<file path="config.mk">
export PLATFORM = sky130hd
export DESIGN_NAME = alu_issue_stage
export DESIGN_NICKNAME = d
export VERILOG_FILES = /design/src/rtl/alu_pkg.sv /design/src/rtl/rv32_alu_decode.sv /design/src/rtl/alu_issue_stage.sv
export SDC_FILE = /design/constraint.sdc
export NUM_CORES = 1
export LEC_CHECK = 0
export ABC_AREA = 1
export CORE_AREA = 2 2 200 202
export DETAILED_ROUTE_END_ITERATION = 6
export DIE_AREA = 0 0 202 204
export PLACE_DENSITY = 0.75
export SETUP_SLACK_MARGIN = 0.15
export SYNTH_ARGS = -nofsm -noshare
export SYNTH_HDL_FRONTEND = slang
export SYNTH_SLANG_ARGS = --single-unit
</file>
<file path="constraint.sdc">
create_clock -name clk -period 12.66 [get_ports clk]
set_input_delay 1.899 -clock clk [delete_from_list [all_inputs] [get_ports clk]]
set_output_delay 1.899 -clock clk [all_outputs]
set_load 0.1 [all_outputs]
</file>
<file path="src/rtl/alu_pkg.sv">
// rtl/alu_pkg.sv - ALU opcodes, RV32I field constants and the EX bundle type
package alu_pkg;

   localparam int XLEN = 32;
   localparam logic RESET_PC_INVALID = 1'b1;

   localparam logic [3:0] ALU_ADD  = 4'h0;
   localparam logic [3:0] ALU_SUB  = 4'h1;
   localparam logic [3:0] ALU_SLL  = 4'h2;
   localparam logic [3:0] ALU_XOR  = 4'h3;
   localparam logic [3:0] ALU_SRL  = 4'h4;
   localparam logic [3:0] ALU_SRA  = 4'h5;
   localparam logic [3:0] ALU_OR   = 4'h6;
   localparam logic [3:0] ALU_AND  = 4'h7;
   localparam logic [3:0] ALU_SLTU = 4'h8;
   localparam logic [3:0] ALU_BNE  = 4'h9;
   localparam logic [3:0] ALU_BEQ  = 4'hA;
   localparam logic [3:0] ALU_LUI  = 4'hB;

   localparam logic [6:0] OPC_LUI    = 7'b0110111;
   localparam logic [6:0] OPC_AUIPC  = 7'b0010111;
   localparam logic [6:0] OPC_OP_IMM = 7'b0010011;
   localparam logic [6:0] OPC_OP     = 7'b0110011;
   localparam logic [6:0] OPC_BRANCH = 7'b1100011;
   localparam logic [6:0] OPC_JAL    = 7'b1101111;
   localparam logic [6:0] OPC_LOAD   = 7'b0000011;
   localparam logic [6:0] OPC_STORE  = 7'b0100011;

   localparam logic [2:0] F3_ADD  = 3'b000;
   localparam logic [2:0] F3_SLL  = 3'b001;
   localparam logic [2:0] F3_SLTU = 3'b011;
   localparam logic [2:0] F3_XOR  = 3'b100;
   localparam logic [2:0] F3_SRL  = 3'b101;
   localparam logic [2:0] F3_OR   = 3'b110;
   localparam logic [2:0] F3_AND  = 3'b111;
   localparam logic [2:0] F3_BEQ  = 3'b000;
   localparam logic [2:0] F3_BNE  = 3'b001;
   localparam logic [2:0] F3_W    = 3'b010;

   localparam logic [6:0] F7_BASE = 7'b0000000;
   localparam logic [6:0] F7_ALT  = 7'b0100000;

   typedef struct packed {
      logic [3:0]      alu_op;
      logic [XLEN-1:0] alu_a;
      logic [XLEN-1:0] alu_b;
      logic [XLEN-1:0] store_data;
      logic [4:0]      rd;
      logic            reg_we;
      logic            mem_rd;
      logic            mem_wr;
      logic            is_branch;
      logic            is_jump;
      logic [XLEN-1:0] target;
      logic            illegal;
   } bundle_t;

   localparam int BUNDLE_W = $bits(bundle_t);

endpackage

</file>
<file path="src/rtl/rv32_alu_decode.sv">
// rtl/rv32_alu_decode.sv - combinational RV32I instruction to ALU bundle decode
module rv32_alu_decode
   import alu_pkg::*;
(
   input  logic [31:0]         instr_i,
   input  logic [XLEN-1:0]     pc_i,
   input  logic [XLEN-1:0]     rs1_i,
   input  logic [XLEN-1:0]     rs2_i,
   output logic [BUNDLE_W-1:0] bundle_o
);

   logic [6:0]      opcode;
   logic [2:0]      funct3;
   logic [6:0]      funct7;
   logic [XLEN-1:0] imm_i, imm_s, imm_b, imm_u, imm_j;
   logic            ill;
   bundle_t         d;

   assign opcode = instr_i[6:0];
   assign funct3 = instr_i[14:12];
   assign funct7 = instr_i[31:25];
   assign imm_i  = {{20{instr_i[31]}}, instr_i[31:20]};
   assign imm_s  = {{20{instr_i[31]}}, instr_i[31:25], instr_i[11:7]};
   assign imm_b  = {{19{instr_i[31]}}, instr_i[31], instr_i[7], instr_i[30:25], instr_i[11:8], 1'b0};
   assign imm_u  = {instr_i[31:12], 12'b0};
   assign imm_j  = {{11{instr_i[31]}}, instr_i[31], instr_i[19:12], instr_i[20], instr_i[30:21], 1'b0};

   always_comb begin
      d   = '0;
      ill = 1'b0;
      case (opcode)
         OPC_LUI: begin
            d.alu_op = ALU_LUI;
            d.alu_b  = imm_u;
            d.reg_we = 1'b1;
         end
         OPC_AUIPC: begin
            d.alu_a  = pc_i;
            d.alu_b  = imm_u;
            d.reg_we = 1'b1;
         end
         OPC_OP_IMM: begin
            d.alu_a  = rs1_i;
            d.alu_b  = imm_i;
            d.reg_we = 1'b1;
            case (funct3)
               F3_ADD:  d.alu_op = ALU_ADD;
               F3_XOR:  d.alu_op = ALU_XOR;
               F3_OR:   d.alu_op = ALU_OR;
               F3_AND:  d.alu_op = ALU_AND;
               F3_SLTU: d.alu_op = ALU_SLTU;
               F3_SLL, F3_SRL: begin
                  // Bit 30 picks arithmetic shift; every other slot bit must be zero.
                  d.alu_op = (funct3 == F3_SLL) ? ALU_SLL : (instr_i[30] ? ALU_SRA : ALU_SRL);
                  d.alu_b  = {{(XLEN-5){1'b0}}, instr_i[24:20]};
                  ill      = |{instr_i[31], instr_i[29:25]};
               end
               default: ill = 1'b1;
            endcase
         end
         OPC_OP: begin
            d.alu_a  = rs1_i;
            d.alu_b  = rs2_i;
            d.reg_we = 1'b1;
            if (funct7 == F7_BASE) begin
               case (funct3)
                  F3_ADD:  d.alu_op = ALU_ADD;
                  F3_SLL:  d.alu_op = ALU_SLL;
                  F3_XOR:  d.alu_op = ALU_XOR;
                  F3_SRL:  d.alu_op = ALU_SRL;
                  F3_OR:   d.alu_op = ALU_OR;
                  F3_AND:  d.alu_op = ALU_AND;
                  F3_SLTU: d.alu_op = ALU_SLTU;
                  default: ill = 1'b1;
               endcase
            end else if (funct7 == F7_ALT && funct3 == F3_ADD) begin
               d.alu_op = ALU_SUB;
            end else if (funct7 == F7_ALT && funct3 == F3_SRL) begin
               d.alu_op = ALU_SRA;
            end else begin
               ill = 1'b1;
            end
         end
         OPC_BRANCH: begin
            d.alu_a     = rs1_i;
            d.alu_b     = rs2_i;
            d.is_branch = 1'b1;
            d.target    = pc_i + imm_b;
            case (funct3)
               F3_BEQ:  d.alu_op = ALU_BEQ;
               F3_BNE:  d.alu_op = ALU_BNE;
               default: ill = 1'b1;
            endcase
         end
         OPC_JAL: begin
            d.alu_a   = pc_i;
            d.alu_b   = XLEN'(4);
            d.reg_we  = 1'b1;
            d.is_jump = 1'b1;
            d.target  = pc_i + imm_j;
         end
         OPC_LOAD: begin
            d.alu_a  = rs1_i;
            d.alu_b  = imm_i;
            d.mem_rd = 1'b1;
            d.reg_we = 1'b1;
            ill      = (funct3 != F3_W);
         end
         OPC_STORE: begin
            d.alu_a      = rs1_i;
            d.alu_b      = imm_s;
            d.mem_wr     = 1'b1;
            d.store_data = rs2_i;
            ill          = (funct3 != F3_W);
         end
         default: ill = 1'b1;
      endcase

      if (ill) begin
         d         = '0;
         d.illegal = 1'b1;
      end
      d.rd = d.reg_we ? instr_i[11:7] : 5'd0;
   end

   assign bundle_o = d;

endmodule

</file>
<file path="src/rtl/alu_issue_stage.sv">
// rtl/alu_issue_stage.sv - ID to EX issue stage with a registered 2-entry skid buffer
module alu_issue_stage
   import alu_pkg::*;
(
   input  logic            clk,
   input  logic            rst,
   input  logic            in_valid,
   output logic            in_ready,
   input  logic [31:0]     in_instr,
   input  logic [XLEN-1:0] in_pc,
   input  logic [XLEN-1:0] in_rs1,
   input  logic [XLEN-1:0] in_rs2,
   input  logic            flush,
   output logic            out_valid,
   input  logic            out_ready,
   output logic [3:0]      alu_op,
   output logic [XLEN-1:0] alu_a,
   output logic [XLEN-1:0] alu_b,
   output logic [XLEN-1:0] store_data,
   output logic [4:0]      rd,
   output logic            reg_we,
   output logic            mem_rd,
   output logic            mem_wr,
   output logic            is_branch,
   output logic            is_jump,
   output logic [XLEN-1:0] target,
   output logic            illegal
);

   logic [BUNDLE_W-1:0] dec_bits;
   bundle_t             dec;
   bundle_t             out_q, out_d, skid_q, skid_d;
   logic                valid_q, valid_d, skid_valid_q, skid_valid_d;

   rv32_alu_decode u_decode (
      .instr_i  (in_instr),
      .pc_i     (in_pc),
      .rs1_i    (in_rs1),
      .rs2_i    (in_rs2),
      .bundle_o (dec_bits)
   );

   assign dec = bundle_t'(dec_bits);

   always_comb begin
      out_d        = out_q;
      skid_d       = skid_q;
      valid_d      = valid_q;
      skid_valid_d = skid_valid_q;
      if (flush) begin
         valid_d      = 1'b0;
         skid_valid_d = 1'b0;
      end else if (!valid_q || out_ready) begin
         // Output slot frees this edge: the older skid entry always goes first.
         if (skid_valid_q) begin
            out_d        = skid_q;
            valid_d      = 1'b1;
            skid_valid_d = 1'b0;
         end else if (in_valid) begin
            out_d   = dec;
            valid_d = 1'b1;
         end else begin
            valid_d = 1'b0;
         end
      end else if (in_valid && !skid_valid_q) begin
         skid_d       = dec;
         skid_valid_d = 1'b1;
      end
   end

   always_ff @(posedge clk or posedge rst) begin
      if (rst) begin
         out_q        <= '0;
         skid_q       <= '0;
         valid_q      <= ~RESET_PC_INVALID;
         skid_valid_q <= 1'b0;
      end else begin
         out_q        <= out_d;
         skid_q       <= skid_d;
         valid_q      <= valid_d;
         skid_valid_q <= skid_valid_d;
      end
   end

   assign in_ready   = ~skid_valid_q;
   assign out_valid  = valid_q;
   assign alu_op     = out_q.alu_op;
   assign alu_a      = out_q.alu_a;
   assign alu_b      = out_q.alu_b;
   assign store_data = out_q.store_data;
   assign rd         = out_q.rd;
   assign reg_we     = out_q.reg_we;
   assign mem_rd     = out_q.mem_rd;
   assign mem_wr     = out_q.mem_wr;
   assign is_branch  = out_q.is_branch;
   assign is_jump    = out_q.is_jump;
   assign target     = out_q.target;
   assign illegal    = out_q.illegal;

endmodule

</file>
==> metrics <==
status finished clean; Core Area 0.0392 mm²; maximum net fanout on the critical path 62; First DRT Iteration DRCs 1,539; Post-Synthesis Cell Area 0.0166 mm²; Final nets 2,843; power per cell area 120 mW/mm²; GR Layer Usage met3 4.46%; RSZ-0062 raised after global routing no; DR WL/cell 17.3 µm; CTS tree yes; Total GRT Usage 26.8%; dpl ws 6840 ps; fmax 187 MHz; Layout area overhead 24.4%; antenna viol nets, final 0; clock transition at the registers of the reported paths 60 ps; vias in the first global route 15,400; Num CTS Buffers 34; max-cap viol count 0; commonest non-fill, non-tap cell in the layout nand2_1; Setup TNS 0 ps; CTS sink count 288; maximum VDD drop 0.0966 mV; leading post-synthesis cells by cell area dfrtp_1 43%, nand2_1 26%, nor2_1 7.0%; Distinct cells, synth 38; num rows 73; Worst Setup Start Kind input port; Primary FF master, synth dfrtp_1; grt ovf 0; worst setup margin 7310 ps; share of layout cells above drive strength 1 3.37%; fraction of registers with async set/reset 100%; final core occ 52.8%; Filler Cells Inserted 3,837; TritonRoute pass-1 iters 6; met1 usage 39.3%; Seq pwr share 38.7%; Switching Share 31.9%; Die X-Extent 202 µm; reg2reg start skid_valid_q; # port buffers 277; Syn Area/Cell 6.70 µm²; Longest Clk Path Bufs 3; post-CTS setup buffers 0; crit end category register; Post-CTS Hold Buffers 0; synthesized instance count 2,484; HP Start target[14]; worst skew pair latency 520 ps; cell-internal power 0.00169 W; post-DR vias/cell 5.19; Critical Path AT 5800 ps; Ports 278; DR vias 16,800; global-route wire length before repair 87.4 mm; GRT Max-Usage Layer met2; top cell type's share of synthesized area 43.3%; routability cong. 0.924; final hold vios 0; clock group share of total power 41.1%; syn nets 2,652; fin crit period 5350 ps; leak pwr 11.5 nW; largest net degree at the start of global routing 185; HPWL Detailed 39.4 mm; worst path required time 13,110 ps; dpl cells 3,164; Sw Pwr 0.000793 W; Die H 204 µm; CTS resizes 0; most frequent cells in the layout 1,160 x nand2_1, 310 x nor2_1, 288 x dfrtp_1, 277 x clkdlybuf4s50_1, 150 x inv_1; Crit Path Class input port to register; power share of the combinational group 20.2%; max_slew headroom 20.1%; max-slew violation count 0; # setup viols final 0; post-synthesis sequential area ratio 43.3%; Post-synth EDFFs 0; htree depth 2; largest area contributor in the netlist dfrtp_1; initial antenna violation count 2; Synth warnings 0; die area 0.0412 mm²; overall power after layout 0.00249 W; Seq cells post-synth 288; Setup crit start in_instr[0]; Worst Tran Pin Value 1200 ps; clk_skew 10.1 ps; Starting Density 42.5%; Routed WL 55.8 mm; Post-route DRC 0; worst min-delay path category register to register; Final Non-Filler Cells 3,227; Final Cycle Share 42.3%; clk root buf clkbuf_16; met2 Track Usage GR 40.3%
through the flow:
| step | area [µm²] | hold slack (ps) |
|---|---|---|
| 6_report | 20700 | 477 |
| 2_1_floorplan | 16600 | 444 |
| 4_1_cts | 20700 | 477 |
| 5_1_grt | 20700 | 498 |
| 3_5_place_dp | 19600 | 463 |
| 3_3_place_gp | 19600 | 457 |
logic make-up after synthesis:
| logic type | synth area share (%) |
|---|---|
| AND/OR/NAND/NOR | 38.7 |
| buffers and inverters | 7.49 |
| flip-flops | 43.3 |
| AO/OA/AOI/OAI | 7.33 |
| adder cells (fa/ha/maj) | 2.68 |
| XOR/XNOR | 0.526 |
cell usage after synthesis (14+ instances only):
library cell	count
a21oi_1	34
buf_1	19
buf_2	24
buf_6	14
clkbuf_1	74
dfrtp_1	288
ha_1	34
inv_1	151
nand2_1	1161
nand3_1	58
nand4_1	63
nor2_1	310
o21ai_0	113
o21ai_1	75
critical path: stages:
cell             delay [ps]
clkdlybuf4s50_1         460
nand2_1                 200
nor3_4                  280
o21ai_1                 150
o21ai_2                  70
buf_4                   380
nor2_1                  130
nor2_4                  810
nand2_2                 180
inv_2                   190
buf_4                   610
nand2_1                 210
nand2_1                 110
nand2_1                  60
nand2_1                  50
power groups by stage:
stage	combinational, W	clock [W]	sequential (W)
after floorplan	0.000178	0	0.00113
after global placement	0.000500	0	0.000977
after detailed placement	0.000501	0	0.000978
after CTS	0.000503	0.00104	0.000962
after global routing	0.000540	0.00108	0.000964
final	0.000503	0.00102	0.000961
flip-flops by register name (all words and copies together) (netlist names), 4 cells and up:
| register | cells |
|---|---|
| target | 32 |
| alu_op | 4 |
| store_data | 32 |
| alu_b | 32 |
| alu_a | 32 |
| rd | 5 |
| skid_q | 143 |
worst paths after layout:
check                      depth (start not counted)  slack, ps           to
max                                               15       7310    alu_a[14]
max in group asynchronous                          4       8470  skid_q[105]
min                                                2        480   target[14]
max reg2reg                                        7       8940    target[2]
min in group asynchronous                          2       1880    alu_a[20]
min reg2reg                                        2        480   target[14]
layer usage:
metal | part of all wire, % | up-vias
li1 | - | 8117
met1 | 46 | 7879
met2 | 43 | 654
met3 | 7.8 | 106
met4 | 3.1 | 2
met5 | 0.025 | -
layout make-up:
type / instances / area, µm² / share of cell area, %
Multi-Input combinational cell: 1904 / 8200 / 39.6
Tap cell: 525 / 657 / 3.17
Sequential cell: 288 / 7210 / 34.8
Clock inverter: 17 / 196 / 0.949
Antenna cell: 3 / 7.51 / 0.0363
Timing Repair Buffer: 290 / 2880 / 13.9
Clock buffer: 43 / 946 / 4.57
Inverter: 157 / 609 / 2.94
(Power assumes the default switching activity.)
